## config.mk

```make
export PLATFORM = sky130hd
export DESIGN_NAME = dmem_gen
export DESIGN_NICKNAME = d
export VERILOG_FILES = /design/src/rtl/dmem_pkg.sv /design/src/rtl/dmem_init_seq.sv /design/src/rtl/dmem_gen.sv
export SDC_FILE = /design/constraint.sdc
export NUM_CORES = 1
export LEC_CHECK = 0
export ABC_CLOCK_PERIOD_IN_PS = 5900
export CAP_MARGIN = 20
export CORE_MARGIN = 2
export CORE_UTILIZATION = 30
export CTS_CLUSTER_DIAMETER = 30
export DETAILED_ROUTE_END_ITERATION = 7
export PLACE_DENSITY = 0.5
export RECOVER_POWER = 25
export SLEW_MARGIN = 20
export SYNTH_ARGS = -nofsm -noshare
export SYNTH_HDL_FRONTEND = slang
export SYNTH_HIERARCHICAL = 1
export SYNTH_SLANG_ARGS = --single-unit
```

## constraint.sdc

```tcl
create_clock -name clock -period 5.9 [get_ports clock]
set_input_delay 0.885 -clock clock [delete_from_list [all_inputs] [get_ports clock]]
set_output_delay 0.885 -clock clock [all_outputs]
set_load 0.03 [all_outputs]
```

## src/rtl/dmem_pkg.sv

```systemverilog
// Shared constants and helpers for the self-initialising data memory.
// State encoding and the power-on pattern generator live here.
package dmem_pkg;

  localparam logic [0:0] ST_INIT = 1'b0;
  localparam logic [0:0] ST_IDLE = 1'b1;

  // Ramp up to H-1, zero at H, then descending negatives.
  function automatic logic [63:0] init_val(
    input int i,
    input int depth
  );
    int h;
    h = depth / 2;
    if (i < h)
      return 64'(i);
    else if (i == h)
      return '0;
    else
      return -(64'(i - h));
  endfunction

endpackage

```

## src/rtl/dmem_init_seq.sv

```systemverilog
// Init sequencer: walks every word once after clear, then parks in IDLE.
// Drives the array write port while busy.
module dmem_init_seq
  import dmem_pkg::*;
#(
  parameter int DATA_W = 8,
  parameter int DEPTH  = 32,
  parameter int IDX_W  = 5
) (
  input  logic              clock,
  input  logic              clear,
  output logic              busy,
  output logic              we,
  output logic [IDX_W-1:0]  waddr,
  output logic [DATA_W-1:0] wdata
);

  localparam logic [IDX_W-1:0] LAST = IDX_W'(DEPTH - 1);

  logic [0:0]       state;
  logic [IDX_W-1:0] ptr;

  always_ff @(posedge clock) begin
    if (clear) begin
      state <= ST_INIT;
      ptr   <= '0;
    end else if (state == ST_INIT) begin
      if (ptr == LAST) begin
        state <= ST_IDLE;
        ptr   <= '0;
      end else begin
        ptr <= ptr + IDX_W'(1);
      end
    end
  end

  assign busy  = (state == ST_INIT);
  assign we    = busy && !clear;
  assign waddr = ptr;
  assign wdata = DATA_W'(init_val(int'(ptr), DEPTH));

endmodule

```

## src/rtl/dmem_gen.sv

```systemverilog
// Byte-writable data memory with registered read-first port
// and a built-in power-on initialisation pattern.
module dmem_gen
  import dmem_pkg::*;
#(
  parameter int DATA_W = 8,
  parameter int DEPTH  = 32,
  parameter int ADDR_W = 8
) (
  input  logic                  clock,
  input  logic                  clear,
  input  logic                  ctrl_memread,
  input  logic                  ctrl_memwrite,
  input  logic [DATA_W/8-1:0]   ctrl_byteen,
  input  logic [ADDR_W-1:0]     addr,
  input  logic [DATA_W-1:0]     data_in,
  output logic [DATA_W-1:0]     data_out,
  output logic                  rd_valid,
  output logic                  busy,
  output logic                  addr_err
);

  localparam int IDX_W = (DEPTH > 1) ? $clog2(DEPTH) : 1;
  localparam int NB    = DATA_W / 8;

  logic [DATA_W-1:0] mem [DEPTH];

  logic              init_we;
  logic [IDX_W-1:0]  init_addr;
  logic [DATA_W-1:0] init_data;

  logic             in_range;
  logic             accept;
  logic             wr_ok;
  logic [IDX_W-1:0] idx;

  dmem_init_seq #(
    .DATA_W (DATA_W),
    .DEPTH  (DEPTH),
    .IDX_W  (IDX_W)
  ) u_seq (
    .clock (clock),
    .clear (clear),
    .busy  (busy),
    .we    (init_we),
    .waddr (init_addr),
    .wdata (init_data)
  );

  assign in_range = (32'(addr) < 32'(DEPTH));
  assign idx      = addr[IDX_W-1:0];
  assign accept   = !busy && !clear;
  assign wr_ok    = accept && ctrl_memwrite && in_range;

  always_ff @(posedge clock) begin
    if (init_we) begin
      mem[init_addr] <= init_data;
    end else if (wr_ok) begin
      for (int k = 0; k < NB; k++)
        if (ctrl_byteen[k])
          mem[idx][8*k +: 8] <= data_in[8*k +: 8];
    end
  end

  // Read samples the array before this edge's write lands: read-first.
  always_ff @(posedge clock) begin
    if (clear) begin
      data_out <= '0;
      rd_valid <= 1'b0;
      addr_err <= 1'b0;
    end else begin
      rd_valid <= accept && ctrl_memread;
      addr_err <= accept && (ctrl_memread || ctrl_memwrite)
                  && !in_range;
      if (accept && ctrl_memread)
        data_out <= in_range ? mem[idx] : '0;
    end
  end

endmodule

```

==> results of run 1 <==
report_power, final:
part           internal [mW]  leakage (nW)  switching [mW]
registers               2.12          2.49         0.00926
logic                 0.0785          1.29           0.128
clock network           1.99         0.849           0.984
flip-flops by register name (all words and copies together), names as in the netlist:
register and flops:
addr_err 1, rd_valid 1, data_out 8, mem 256, u_seq/waddr 5, u_seq/state 1
cell usage after synthesis, types with 2 or more instances:
cell type    n
dfxtp_1     16
a21boi_1     2
o22ai_1      5
and2_1       6
a21oi_1     12
o2111ai_1    3
ha_1         3
nor2b_1      3
and3b_1      2
nand3_1      5
buf_2        5
nand3b_1     8
nand2b_1     3
or3b_2       4
and4_1       3
buf_1        3
inv_1       11
mux4_2      30
mux2i_1     60
a22oi_1     17
a2111oi_0    3
buf_6        7
edfxtp_1   256
buf_4        5
nor2_1      44
a221o_1      3
nor3b_1      9
nand2_1     13
a2111oi_2    2
mux2_2      21
o32a_1       4
nor4b_1      5
o21ai_0      7
a21boi_0     4
a221oi_1     5
clkbuf_1    12
o22a_1       3
a31oi_1      2
mux4_1      10
nor3_1       5
layout make-up:
type,instances,area [µm²],share of cell area [%]
tap,511,639,4.62
inverter,12,45.0,0.325
sequential,272,8010,57.8
clock inverter,38,497,3.59
timing repair buffer,35,329,2.38
clock buffer,54,1290,9.29
multi-input combinational,318,3050,22.0
critical path, stage by stage:
cell	delay, ns
dlygate4sd3_1	0.95
or3b_1	0.22
nand4bb_1	0.12
clkbuf_1	0.82
mux2_1	1.27
worst paths after layout:
| path | endpoint | slack, ns | cells after the start |
|---|---|---|---|
| setup / recovery | mem[20][3] | 1.75 | 5 |
| hold reg to reg | u_seq/waddr[0] | 0.65 | 2 |
| setup reg to reg | mem[20][3] | 2.40 | 5 |
| hold / removal | u_seq/waddr[0] | 0.65 | 2 |
per-stage QoR:
stage	power [mW]	instances	worst slack, ns
floorplan	2.30	636	2.96
global placement	2.37	1148	1.79
detailed placement	2.37	1148	1.68
CTS	5.35	1240	2.26
global route	5.45	1240	1.53
finish	5.31	1240	1.75
cells by family after synthesis:
kind of cell | synth area share [%]
buffers and inverters | 2.36
AO/OA/AOI/OAI | 5.17
AND/OR/NAND/NOR | 5.66
flip-flops | 70.7
adder cells (fa/ha/maj) | 0.332
XOR/XNOR | 0.0774
multiplexers | 15.7
layout by cell type (no fill, tap or decap), types with 4 or more instances in the layout:
cell             synthesis  routed
mux2_1                   0       4
dfxtp_1                 16      16
nor3b_1                  9       9
bufinv_16                0       9
o22ai_1                  5       5
nand2_1                 13      13
mux2_2                  21      17
mux4_1                  10      10
nor4b_1                  5       5
a21boi_0                 4       4
a22oi_1                 17      17
nand3b_1                 8       8
edfxtp_1               256     256
nor3_1                   5       5
nand3_1                  5       5
a221oi_1                 5       5
a21oi_1                 12      12
nor2_1                  44      44
inv_1                   11      11
clkbuf_16                0      51
o21ai_0                  7       7
clkinv_1                 0       6
inv_6                    0       7
clkdlybuf4s50_1          0      17
clkinvlp_4               0       7
dlygate4sd3_1            0      12
mux4_2                  30      30
o32a_1                   4       4
mux2i_1                 60      60
buf_4                    5       4
and2_1                   6       6
clkbuf_1                12       4
routing by layer:
| layer | vias to the layer above | wire, µm | GRT usage [%] |
|---|---|---|---|
| li1 | 2706 | - | - |
| met1 | 3228 | 12400 | 18.9 |
| met2 | 219 | 14200 | 25.4 |
| met4 | 0 | 1010 | 5.79 |
| met3 | 57 | 1540 | 3.03 |
| met5 | - | 0 | 0 |
==> out/results.txt, run 1 <==
Post-DP HPWL - 18.5 mm
Die Y - 198 µm
Fin crit share - 70.3%
Ys async rst share - 0%
Total number of vias - 6210
Syn Area/Cell - 17.8 µm²
GRT Total Usage - 15.0%
Row count - 71
Peak VDD IR - 0.180 mV
Drt total wl - 29.2 mm
Layout cell share with drive strength beyond 1 - 19.9%
H-tree depth - 2
Vias in the first global route - 6475
DRT iter0 DRCs - 524
Hold-fix buffers, CTS - 0
Slew headroom - 1.67%
Port Buf Inserts - 31
Clock Skew - 0.0121 ns
Pin count of the biggest net entering global routing - 53
Register area share after synthesis - 70.7%
Leading area contributor after synthesis - edfxtp_1
Area grow syn2layout - 22.3%
Pwr Density - 383 nW/µm²
Max-cap viol count - 0
WS Path Type - input port to register
DRC - 0
Syn nets - 660
Post-DP Area - 12100 µm²
Fillers - 3383
Die area - 39300 µm²
Ys flop type - edfxtp_1
ANT cells - 0
Critical Path RT - 6.02 ns
Status - finished, final reports clean
Starting Density - 30.3%
Vias/cell - 5.01
Final core occ - 37.0%
Post-CTS Resized - 0
Synth top area cells - edfxtp_1 68%, mux4_2 6.0%, mux2i_1 5.3%
Arr. time, crit path - 4.28 ns
RSZ-0062 raised after global routing - no
Warnings from Yosys - 6
HP Class - register to register
TritonRoute pass-1 iters - 5
DRT antenna net count - 0
Cell area after layout - 13900 µm²
Clock slew at reported path FFs - 0.04 ns
CTS Buffer Depth - 3
Synth Register Bits - 272
Hold_sp - u_seq/waddr[0]
Total grt overflow - 0
Initial antenna violation count - 1
Worst Setup Start Kind - input port
CP max FO - 32
Routed WL per cell - 23.5 µm
First-pass GRT wire length - 42.3 mm
RePlAce Congestion - 0.864
Fin crit period - 4.15 ns
CTS tree - yes
Max-slew violation count - 0
Min Hold Slack - 0.653 ns
Crit path from - clear
Core Box Area - 37400 µm²
Leakage - 4.63 nW
Layout net count - 714
Worst Tran Pin Value - 1.47 ns
Number of synthesized flops with an enable pin - 256
Clk_lat worst skew - 0.55 ns
Num CTS Buffers - 51
Fin. Hold Viols - 0
TritonCTS sink count - 272
Cells after Synth - 636
Post-CTS Setup Inserts - 0
Yosys cell types - 55
Final setup viols - 0
FF-to-FF Start - u_seq/state
Fmax - 0.241 GHz
Mapped cell area - 11300 µm²
Setup TNS - 0 ns
Share of the synthesized area in the top cell type - 67.9%
IO Pins - 32
Chip width - 198 µm
Crit. End Element - register
CTS root buf - clkbuf_16
No activity file was read; power rests on OpenSTA's default activity.
==> run 2: changes to the inputs <==
--- a/config.mk
+++ b/config.mk
@@ -5,13 +5,13 @@
 export SDC_FILE = /design/constraint.sdc
 export NUM_CORES = 1
 export LEC_CHECK = 0
-export ABC_CLOCK_PERIOD_IN_PS = 5900
+export ABC_CLOCK_PERIOD_IN_PS = 3690
 export CAP_MARGIN = 20
 export CORE_MARGIN = 2
 export CORE_UTILIZATION = 30
 export CTS_CLUSTER_DIAMETER = 30
 export DETAILED_ROUTE_END_ITERATION = 7
-export PLACE_DENSITY = 0.5
+export PLACE_DENSITY = 0.51
 export RECOVER_POWER = 25
 export SLEW_MARGIN = 20
 export SYNTH_ARGS = -nofsm -noshare
==> constraint.sdc (replaced) <==
create_clock -name clock -period 3.69 [get_ports clock]
set_input_delay 0.5535 -clock clock [delete_from_list [all_inputs] [get_ports clock]]
set_output_delay 0.5535 -clock clock [all_outputs]
set_load 0.03 [all_outputs]
==> run 2 against run 1 <==
Against the previous run:
- sequential share of layout area down 0.073 points
- critical path depth increased by 2
- clock skew grew 0.0068 ns
- final cell count increased by 2.6%
- sequential power up 60%
- utilization about the same
- setup slack worse by 1.1 ns
- clock power grew 36%
- critical path type unchanged
- critical endpoint is now data_out[2]
==> out/results.txt, run 2 (synthesized netlist as in run 1, its figures left out) <==
Status - finished, final reports clean
Hold Path End - u_seq/waddr[3]
RSZ-0062 raised after global routing - no
Hold_sp - u_seq/waddr[0]
Arr. time, crit path - 3.45 ns (-0.83 ns)
Initial antenna violation count - 0 (-1)
Worst r2r path cells - 5 (unchanged)
Post-CTS Resized - 0 (unchanged)
Layout net count - 747 (+4.6%)
Max incr delay on CP - 0.87 ns (-0.40 ns)
Final WS setup - 0.651 ns (-1.10 ns)
Die area - 39300 µm² (unchanged)
H-tree depth - 2 (unchanged)
Post-DP Area - 12400 µm² (+2.5%)
Worst Tran Pin Value - 1.38 ns (-0.0969 ns)
Fin. Hold Viols - 0 (unchanged)
TritonRoute pass-1 iters - 4 (-1)
Fin crit period - 3.04 ns
DRT antenna net count - 0 (unchanged)
Worst-path cell chain - dlygate4sd3_1 > buf_4 > clkbuf_1 > mux4_2 > mux2_2 > nor3b_1 > nor4b_1
Num CTS Buffers - 45 (-12%)
Most frequent cells in the layout - 256 x edfxtp_1, 60 x mux2i_1, 46 x clkbuf_16
Post-DP HPWL - 17.7 mm (-4.0%)
Row count - 71 (unchanged)
Setup TNS - 0 ns (unchanged)
Peak VDD IR - 0.290 mV (+62%)
R2R setup slack - 0.66 ns (-1.74 ns)
Post-CTS Setup Inserts - 0 (unchanged)
Routed WL per cell - 21.7 µm (-7.7%)
Max reg flops - 256 (unchanged)
Port Buf Inserts - 31 (unchanged)
Total grt overflow - 0 (unchanged)
Clk_lat worst skew - 0.55 ns (about the same)
Slew headroom - 8.13% (+6.5 points)
CTS Buffer Depth - 3 (unchanged)
First-pass GRT wire length - 41.2 mm (-2.8%)
FF-to-FF Start - u_seq/state
GRT Total Usage - 14.4% (-0.62 points)
Clock Skew - 0.0188 ns (+0.00675 ns)
Buf/Inv on CP - 3 (+1)
TritonCTS sink count - 272 (unchanged)
Total number of vias - 6140 (-1.1%)
Biggest register - mem
Clock slew at reported path FFs - 0.05 ns (about the same)
Core Box Area - 37400 µm² (unchanged)
Vias/cell - 4.83 (-3.6%)
CTS tree - yes
Pre-CTS setup slack - 0.523 ns (-1.16 ns)
Starting Density - 30.3% (unchanged)
Chip width - 198 µm (unchanged)
IO Pins - 32 (unchanged)
Pin count of the biggest net entering global routing - 63 (+19%)
CP max FO - 14 (-56%)
DRC - 0 (unchanged)
CP delay by family, top - buffers and inverters
Total power - 7.78 mW (+46%)
Hold depth - 2 (unchanged)
Pwr Density - 561 nW/µm² (+46%)
Drt total wl - 27.6 mm (-5.3%)
WS Path Type - input port to register
Worst Setup Start Kind - input port
RePlAce Congestion - 0.885 (+2.5%)
Layout cell share with drive strength beyond 1 - 22.5% (+2.6 points)
Commonest non-fill, non-tap cell in the layout - edfxtp_1
Max-slew violation count - 0 (unchanged)
Hold-fix buffers, CTS - 0 (unchanged)
Vias in the first global route - 6321 (-2.4%)
Max-cap viol count - 0 (unchanged)
Critical Path RT - 4.10 ns (-1.92 ns)
Area grow syn2layout - 22.5%
DRT iter0 DRCs - 470 (-10%)
Crit-path slowest cell - dlygate4sd3_1
Cell area after layout - 13900 µm² (+0.13%)
Final setup viols - 0 (unchanged)
Leakage - 4.71 nW (+1.7%)
HP Class - register to register
Crit. End Element - register
Die Y - 198 µm (unchanged)
Fin crit share - 82.3%
Crit Reg-Reg Endpoint - mem[17][6]
CTS root buf - clkbuf_16
Fmax - 0.329 GHz
## run 2: power by group
part	internal, mW	total [mW]	switching (mW)
Clock	2.55	4.05	1.50
Sequential	3.38	3.40	0.0136
Combinational	0.132	0.330	0.197
## run 2: metal layers
layer / vias up / wire length (µm) / track usage (%)
met5: - / 0 / 0
met4: 0 / 818 / 5.26
met3: 59 / 1440 / 2.64
met2: 186 / 13600 / 23.8
met1: 3125 / 11800 / 18.9
li1: 2770 / - / -
## run 2: worst max-delay path by stage
| stage | from | end | slack, ns | cells past startpoint |
|---|---|---|---|---|
| 6_report | addr[1] | data_out[2] | 0.65 | 7 |
| 5_1_grt | u_seq/state | mem[13][6] | 0.45 | 5 |
| 4_1_cts | u_seq/state | mem[12][5] | 0.89 | 7 |
| 3_5_place_dp | addr[6] | mem[12][6] | 0.52 | 7 |
| 3_3_place_gp | addr[6] | mem[12][6] | 0.61 | 7 |
| 2_1_floorplan | clear | mem[11][0] | 1.08 | 6 |
## run 2: through the flow
step           utilization [%]  cells  hold slack, ns
2_1_floorplan                -    636           0.540
3_3_place_gp              33.1   1187           0.590
3_5_place_dp              33.1   1187           0.629
4_1_cts                   37.1   1271           0.630
5_1_grt                   37.1   1271           0.670
6_report                  37.1   1272           0.633
## run 2: worst min-delay path: stages (launching register included)
cell	delay, ns
dfxtp_1	0.40
nand4_1	0.13
a21oi_1	0.07
## run 2: area by class of cell
| class | count | area, µm² |
|---|---|---|
| fillers | 3463 | 23500 |
| clock inverters | 30 | 317 |
| clock buffers | 54 | 1180 |
| multi-input cells | 318 | 3050 |
| flip-flops and latches | 272 | 8010 |
| repair buffers | 74 | 631 |
| inverters | 12 | 45.0 |
| well taps | 511 | 639 |
| diodes | 1 | 2.50 |
